$ cat src/rtl/loop_nest_ctrl.sv
// Hardware loop stack: nested iteration counters with superscalar lane issue,
// auto-pop of exhausted loops and multi-level BREAK unwinding.
module loop_nest_ctrl #(
    parameter int BITS                  = 18,
    parameter int LOOP_LOG_CNT          = 3,
    parameter int SUPERSCALAR_LOG_WIDTH = 2
) (
    input  logic                           clk,
    input  logic                           reset,
    input  logic                           cmd_valid,
    output logic                           cmd_ready,
    input  logic [1:0]                     cmd_op,
    input  logic [BITS-1:0]                cmd_arg,
    input  logic                           cmd_independent,
    output logic [LOOP_LOG_CNT:0]          depth,
    output logic [BITS-1:0]                top_remaining,
    output logic                           top_independent,
    output logic [SUPERSCALAR_LOG_WIDTH:0] lanes,
    output logic                           last_iter,
    output logic                           loop_exit,
    output logic                           overflow_err,
    output logic                           underflow_err
);
    localparam int LOOP_CNT = 1 << LOOP_LOG_CNT;
    localparam int W        = 1 << SUPERSCALAR_LOG_WIDTH;

    localparam logic [1:0] OP_PUSH  = 2'd1;
    localparam logic [1:0] OP_STEP  = 2'd2;
    localparam logic [1:0] OP_BREAK = 2'd3;

    localparam logic [0:0] ST_IDLE   = 1'b0;
    localparam logic [0:0] ST_UNWIND = 1'b1;

    localparam logic [LOOP_LOG_CNT:0]          DEPTH_ONE  = 1;
    localparam logic [LOOP_LOG_CNT:0]          DEPTH_FULL = (LOOP_LOG_CNT+1)'(LOOP_CNT);
    localparam logic [BITS-1:0]                ARG_ONE    = 1;
    localparam logic [BITS-1:0]                W_B        = BITS'(W);
    localparam logic [SUPERSCALAR_LOG_WIDTH:0] LANES_ONE  = 1;
    localparam logic [SUPERSCALAR_LOG_WIDTH:0] LANES_W    = (SUPERSCALAR_LOG_WIDTH+1)'(W);

    logic [BITS-1:0]         cnt_q [LOOP_CNT];
    logic [BITS-1:0]         cnt_d [LOOP_CNT];
    logic                    ind_q [LOOP_CNT];
    logic                    ind_d [LOOP_CNT];
    logic [LOOP_LOG_CNT:0]   depth_q, depth_d;
    logic [0:0]              state_q, state_d;
    logic [BITS-1:0]         unwind_q, unwind_d;
    logic                    exit_q, exit_d;
    logic                    ovf_q, ovf_d;
    logic                    udf_q, udf_d;

    logic [LOOP_LOG_CNT-1:0] top_idx;
    logic [LOOP_LOG_CNT-1:0] push_idx;
    logic                    empty;
    logic [BITS-1:0]         lanes_ext;
    logic [BITS-1:0]         step_res;

    assign empty           = (depth_q == '0);
    assign top_idx         = LOOP_LOG_CNT'(depth_q - DEPTH_ONE);
    assign push_idx        = depth_q[LOOP_LOG_CNT-1:0];
    assign top_remaining   = empty ? '0 : cnt_q[top_idx];
    assign top_independent = empty ? 1'b0 : ind_q[top_idx];

    always_comb begin
        if (empty)                 lanes = '0;
        else if (!top_independent) lanes = LANES_ONE;
        else if (top_remaining < W_B)
            lanes = top_remaining[SUPERSCALAR_LOG_WIDTH:0];
        else                       lanes = LANES_W;
    end

    assign lanes_ext = BITS'(lanes);
    assign last_iter = !empty && (top_remaining <= lanes_ext);
    // Saturate at zero so a STEP can never wrap the counter.
    assign step_res  = (top_remaining > lanes_ext) ? top_remaining - lanes_ext : '0;

    assign depth         = depth_q;
    assign cmd_ready     = (state_q == ST_IDLE);
    assign loop_exit     = exit_q;
    assign overflow_err  = ovf_q;
    assign underflow_err = udf_q;

    always_comb begin
        // NOTE: every next-state signal gets a default here so no path infers a latch.
        cnt_d    = cnt_q;
        ind_d    = ind_q;
        depth_d  = depth_q;
        state_d  = state_q;
        unwind_d = unwind_q;
        exit_d   = 1'b0;
        ovf_d    = ovf_q;
        udf_d    = udf_q;

        case (state_q)
            ST_IDLE: begin
                if (cmd_valid) begin
                    case (cmd_op)
                        OP_PUSH: begin
                            if (cmd_arg == '0) begin
                                exit_d = 1'b1;
                            end else if (depth_q == DEPTH_FULL) begin
                                ovf_d = 1'b1;
                            end else begin
                                cnt_d[push_idx] = cmd_arg;
                                ind_d[push_idx] = cmd_independent;
                                depth_d         = depth_q + DEPTH_ONE;
                            end
                        end
                        OP_STEP: begin
                            if (empty) begin
                                udf_d = 1'b1;
                            end else if (step_res == '0) begin
                                cnt_d[top_idx] = '0;
                                ind_d[top_idx] = 1'b0;
                                depth_d        = depth_q - DEPTH_ONE;
                                exit_d         = 1'b1;
                            end else begin
                                cnt_d[top_idx] = step_res;
                            end
                        end
                        OP_BREAK: begin
                            if (cmd_arg != '0) begin
                                if (empty) begin
                                    udf_d = 1'b1;
                                end else begin
                                    cnt_d[top_idx] = '0;
                                    ind_d[top_idx] = 1'b0;
                                    depth_d        = depth_q - DEPTH_ONE;
                                    exit_d         = 1'b1;
                                    unwind_d       = cmd_arg - ARG_ONE;
                                    // More levels requested than remain after this pop.
                                    if (unwind_d != '0) begin
                                        if (depth_q == DEPTH_ONE) udf_d   = 1'b1;
                                        else                      state_d = ST_UNWIND;
                                    end
                                end
                            end
                        end
                        default: ;
                    endcase
                end
            end
            ST_UNWIND: begin
                cnt_d[top_idx] = '0;
                ind_d[top_idx] = 1'b0;
                depth_d        = depth_q - DEPTH_ONE;
                exit_d         = 1'b1;
                unwind_d       = unwind_q - ARG_ONE;
                if (depth_q == DEPTH_ONE) begin
                    state_d = ST_IDLE;
                    if (unwind_d != '0) udf_d = 1'b1;
                end else if (unwind_d == '0) begin
                    state_d = ST_IDLE;
                end
            end
            default: state_d = ST_IDLE;
        endcase
    end

    always_ff @(posedge clk or posedge reset) begin
        if (reset) begin
            // NOTE: the stack storage is reset because entries above depth must read zero.
            for (int i = 0; i < LOOP_CNT; i++) begin
                cnt_q[i] <= '0;
                ind_q[i] <= 1'b0;
            end
            depth_q  <= '0;
            state_q  <= ST_IDLE;
            unwind_q <= '0;
            exit_q   <= 1'b0;
            ovf_q    <= 1'b0;
            udf_q    <= 1'b0;
        end else begin
            // NOTE: non-blocking assignments keep all registers updating from pre-edge values.
            cnt_q    <= cnt_d;
            ind_q    <= ind_d;
            depth_q  <= depth_d;
            state_q  <= state_d;
            unwind_q <= unwind_d;
            exit_q   <= exit_d;
            ovf_q    <= ovf_d;
            udf_q    <= udf_d;
        end
    end
endmodule

$ cat config.mk
export PLATFORM = sky130hd
export DESIGN_NAME = loop_nest_ctrl
export DESIGN_NICKNAME = d
export VERILOG_FILES = /design/src/rtl/loop_nest_ctrl.sv
export SDC_FILE = /design/constraint.sdc
export NUM_CORES = 1
export LEC_CHECK = 0
export BUFFER_PORTS_ARGS = -buffer_cell sky130_fd_sc_hd__buf_4
export CAP_MARGIN = 20
export CORE_UTILIZATION = 25
export CTS_CLUSTER_SIZE = 20
export DETAILED_ROUTE_END_ITERATION = 8
export HOLD_SLACK_MARGIN = 0.05
export SLEW_MARGIN = 10
export SYNTH_ARGS = -nofsm -noshare
export SYNTH_HDL_FRONTEND = slang
export SYNTH_SLANG_ARGS = --single-unit
$ cat constraint.sdc
create_clock -name clk -period 7.5 [get_ports clk]
set_input_delay 1.5 -clock clk [delete_from_list [all_inputs] [get_ports clk]]
set_output_delay 1.5 -clock clk [all_outputs]
set_load 0.005 [all_outputs]
==> results.json <==
{
  "hold_viol_final": 0,
  "cp.arrival_ps": 5660,
  "final_core_util": 0.287,
  "routabilityCongestion": 1.17,
  "reg2regPathDepth": 19,
  "cap_violations": 0,
  "netlist_top_cells_count": "311 x o21ai_0, 211 x nand2_1, 178 x dfrtp_1",
  "cts.sinks": 178,
  "insertion_delay_ps": 470,
  "dieArea_mm2": 0.0559,
  "dr.first_iter.drc_count": 2421,
  "ys.flop_type": "dfrtp_1",
  "skew_ps": 13.1,
  "slew_headroom": 0.189,
  "cp_top_family": "simple AND/OR/NAND/NOR gates",
  "fin_nets": 1763,
  "root_buffer": "clkbuf_16",
  "ys_ff_latch": 178,
  "io_buffers": 54,
  "fin_crit_sh": 0.955,
  "drt-vias-per-instance": 6.30,
  "syn_inst": 1766,
  "startpoint": "depth[0]$_DFFE_PP0P_",
  "synth_async_sr_flop_share": 1.00,
  "cts_tree": "yes",
  "whs_ps": 488,
  "yosys.area.top_type": "dfrtp_1",
  "postCtsResizedCells": 0,
  "fillers": 5808,
  "cp-end-kind": "output pin",
  "die_h_um": 236,
  "htree_levels": 4,
  "cp_max_fo": 8,
  "fin_crit_ps": 7160,
  "detail-route-antenna-nets": 0,
  "reg2reg_slack_ps": 840,
  "crit_end": "last_iter",
  "reg2reg_to": "cnt_q[47]$_DFFE_PP0P_",
  "path_common_cell": "nor2_1",
  "finalSetupViolations": 0,
  "start_kind": "register",
  "cpPeakStageDelay_ps": 520,
  "clk_pin_slew_ps": 80,
  "hpwlAfterDp_mm": 41.9,
  "postCtsSetupRepairBufs": 0,
  "rsz0062_at_grt": "no",
  "seqCellArea_mm2": 0.00446,
  "postSynthAreaPerCell_um2": 7.78,
  "finalSetupTns_ps": 0,
  "grt_pass1_wl_mm": 92.4,
  "coreArea_mm2": 0.0540,
  "gr-total-overflow": 0,
  "syn_nets": 1802,
  "cp_slowest_cell": "mux4_2",
  "ys_top_cells_by_area": "dfrtp_1 32%, o21ai_0 11%, nand2_1 5.8%",
  "track_usage": 0.216,
  "hold_class": "register to register",
  "ys_types": 65,
  "grt_pass1_vias": 14400,
  "fmax_mhz": 140,
  "antenna_found_initial": 0,
  "synth_most_common_cell": "o21ai_0",
  "cp.depth": 21,
  "wire_per_inst_um": 25.3,
  "drc_errors": 0,
  "worst_pin_slew_ps": 1210,
  "grt_max_degree": 113,
  "synth_top_area_frac": 0.324,
  "multi_input_area_mm2": 0.00865,
  "syn2layout_area_growth_pct": 13.0,
  "vias": 15300,
  "cp.required_ps": 6000,
  "cts_buffers": 17,
  "wl_mm": 61.7,
  "synth_edf_count": 0,
  "num_rows": 85,
  "drive_above_1_share": 0.113,
  "ctsHoldBuffers": 0,
  "yosysWarnings": 0,
  "outcome": "completed",
  "crit-reg2reg-launch": "depth[0]$_DFFE_PP0P_",
  "slew_viol_final": 0,
  "critPathKind": "register to output pin",
  "whs_path_depth": 2,
  "path_cells": "inv_1 > ha_2 > xor2_4 > mux4_2 > a22o_1 > a41o_1 > nor4_2 > nand2_1 > nor3_2 > a21oi_1 > nor2_1 > ha_1 > inv_1 > fa_1 > a21oi_1 > o21ai_1 > nor2_1 > buf_4 > o211ai_1 > nor2_1 > buf_4",
  "diodes": 0,
  "dieWidth_um": 236,
  "cp_num_buf_inv": 4,
  "start_util": 0.254,
  "io_pins": 55,
  "drtPass1Iterations": 8,
  "clock_path_buffers": 2,
  "yosysSeqAreaShare": 0.324,
  "syn-cell-area_mm2": 0.0137
}
## worst min-delay path: stages, from the launching register on
cell     delay (ps)
dfrtp_1         350
nand2_1          50
o21ai_0          60
## per-stage QoR
| step | setup WS [ps] | cells | cell area (um^2) |
|---|---|---|---|
| 3_5_place_dp | 593 | 2403 | 14800 |
| 6_report | 339 | 2436 | 15500 |
| 5_1_grt | 47.3 | 2436 | 15500 |
| 3_3_place_gp | 557 | 2403 | 14800 |
| 2_1_floorplan | 715 | 1766 | 13700 |
| 4_1_cts | 28.8 | 2435 | 15500 |
## per-layer routing
metal,track usage,routed length [um],vias up,part of all wire
met1,0.302,25900,7524,0.42
met3,0.0461,6360,169,0.10
met4,0.103,2800,0,0.045
li1,-,-,6576,-
met2,0.314,26600,1073,0.43
met5,0,0,-,0
## worst min-delay path by stage
stage                        startpoint                        to  slack, ps
6_report          cnt_q[33]$_DFFE_PP0P_     cnt_q[33]$_DFFE_PP0P_        490
3_3_place_gp     cnt_q[123]$_DFFE_PP0P_    cnt_q[123]$_DFFE_PP0P_        470
3_5_place_dp     cnt_q[123]$_DFFE_PP0P_    cnt_q[123]$_DFFE_PP0P_        470
5_1_grt        overflow_err$_DFFE_PP0P_  overflow_err$_DFFE_PP0P_        510
2_1_floorplan    cnt_q[123]$_DFFE_PP0P_    cnt_q[123]$_DFFE_PP0P_        450
4_1_cts          cnt_q[123]$_DFFE_PP0P_    cnt_q[123]$_DFFE_PP0P_        490
## state kept, by name, summed over array words and instances, names as in the netlist
register       cells
depth              4
ind_q              8
overflow_err       1
state_q            1
unwind_q          18
cnt_q            144
loop_exit          1
underflow_err      1
## logic make-up after synthesis
family / share of synthesized area
flip-flops: 0.324
multiplexers: 0.0492
adder cells (fa/ha/maj): 0.0115
buffers and inverters: 0.0529
AND/OR/NAND/NOR: 0.178
XOR/XNOR: 0.0287
AO/OA/AOI/OAI: 0.355
## cell usage in the layout, fill, tap and decap left out, types with 5 or more instances in the layout
master | Yosys | routed
nand3b_1 | 5 | 5
a221o_1 | 49 | 49
a211oi_1 | 19 | 19
mux2_2 | 16 | 16
a221oi_1 | 5 | 5
nand3_1 | 63 | 63
nand2_1 | 211 | 211
nor3b_1 | 8 | 7
nor4_1 | 9 | 8
nor3_1 | 35 | 32
o221ai_1 | 28 | 28
a21o_1 | 11 | 11
or3_1 | 9 | 9
xnor2_1 | 29 | 28
o21ai_1 | 12 | 13
mux4_2 | 10 | 10
a21oi_1 | 101 | 101
and3_1 | 7 | 7
a31oi_1 | 77 | 77
o211ai_1 | 28 | 28
ha_1 | 11 | 9
nor2b_1 | 5 | 5
o31ai_1 | 10 | 9
o21ai_0 | 311 | 310
nand2b_1 | 24 | 24
a22oi_1 | 8 | 8
nor2_1 | 106 | 104
clkbuf_16 | 0 | 17
a311oi_1 | 10 | 10
buf_4 | 0 | 106
inv_1 | 17 | 16
o22ai_1 | 10 | 10
a22o_1 | 74 | 74
mux2i_1 | 27 | 27
and2_1 | 12 | 12
dfrtp_1 | 178 | 177
nand4_1 | 6 | 6
xor2_1 | 16 | 15
or2_2 | 5 | 6
## area by class of cell
class | count | area share
Inverter | 19 | 0.00540
Sequential cell | 178 | 0.287
Tap cell | 696 | 0.0561
Multi-Input combinational cell | 1402 | 0.558
Clock inverter | 13 | 0.00968
Timing Repair Buffer | 109 | 0.0546
Clock buffer | 19 | 0.0292
Power is left out: the tool's default activity adds up to more than one toggle a clock period on the data nets, which glitch-free logic cannot reach.
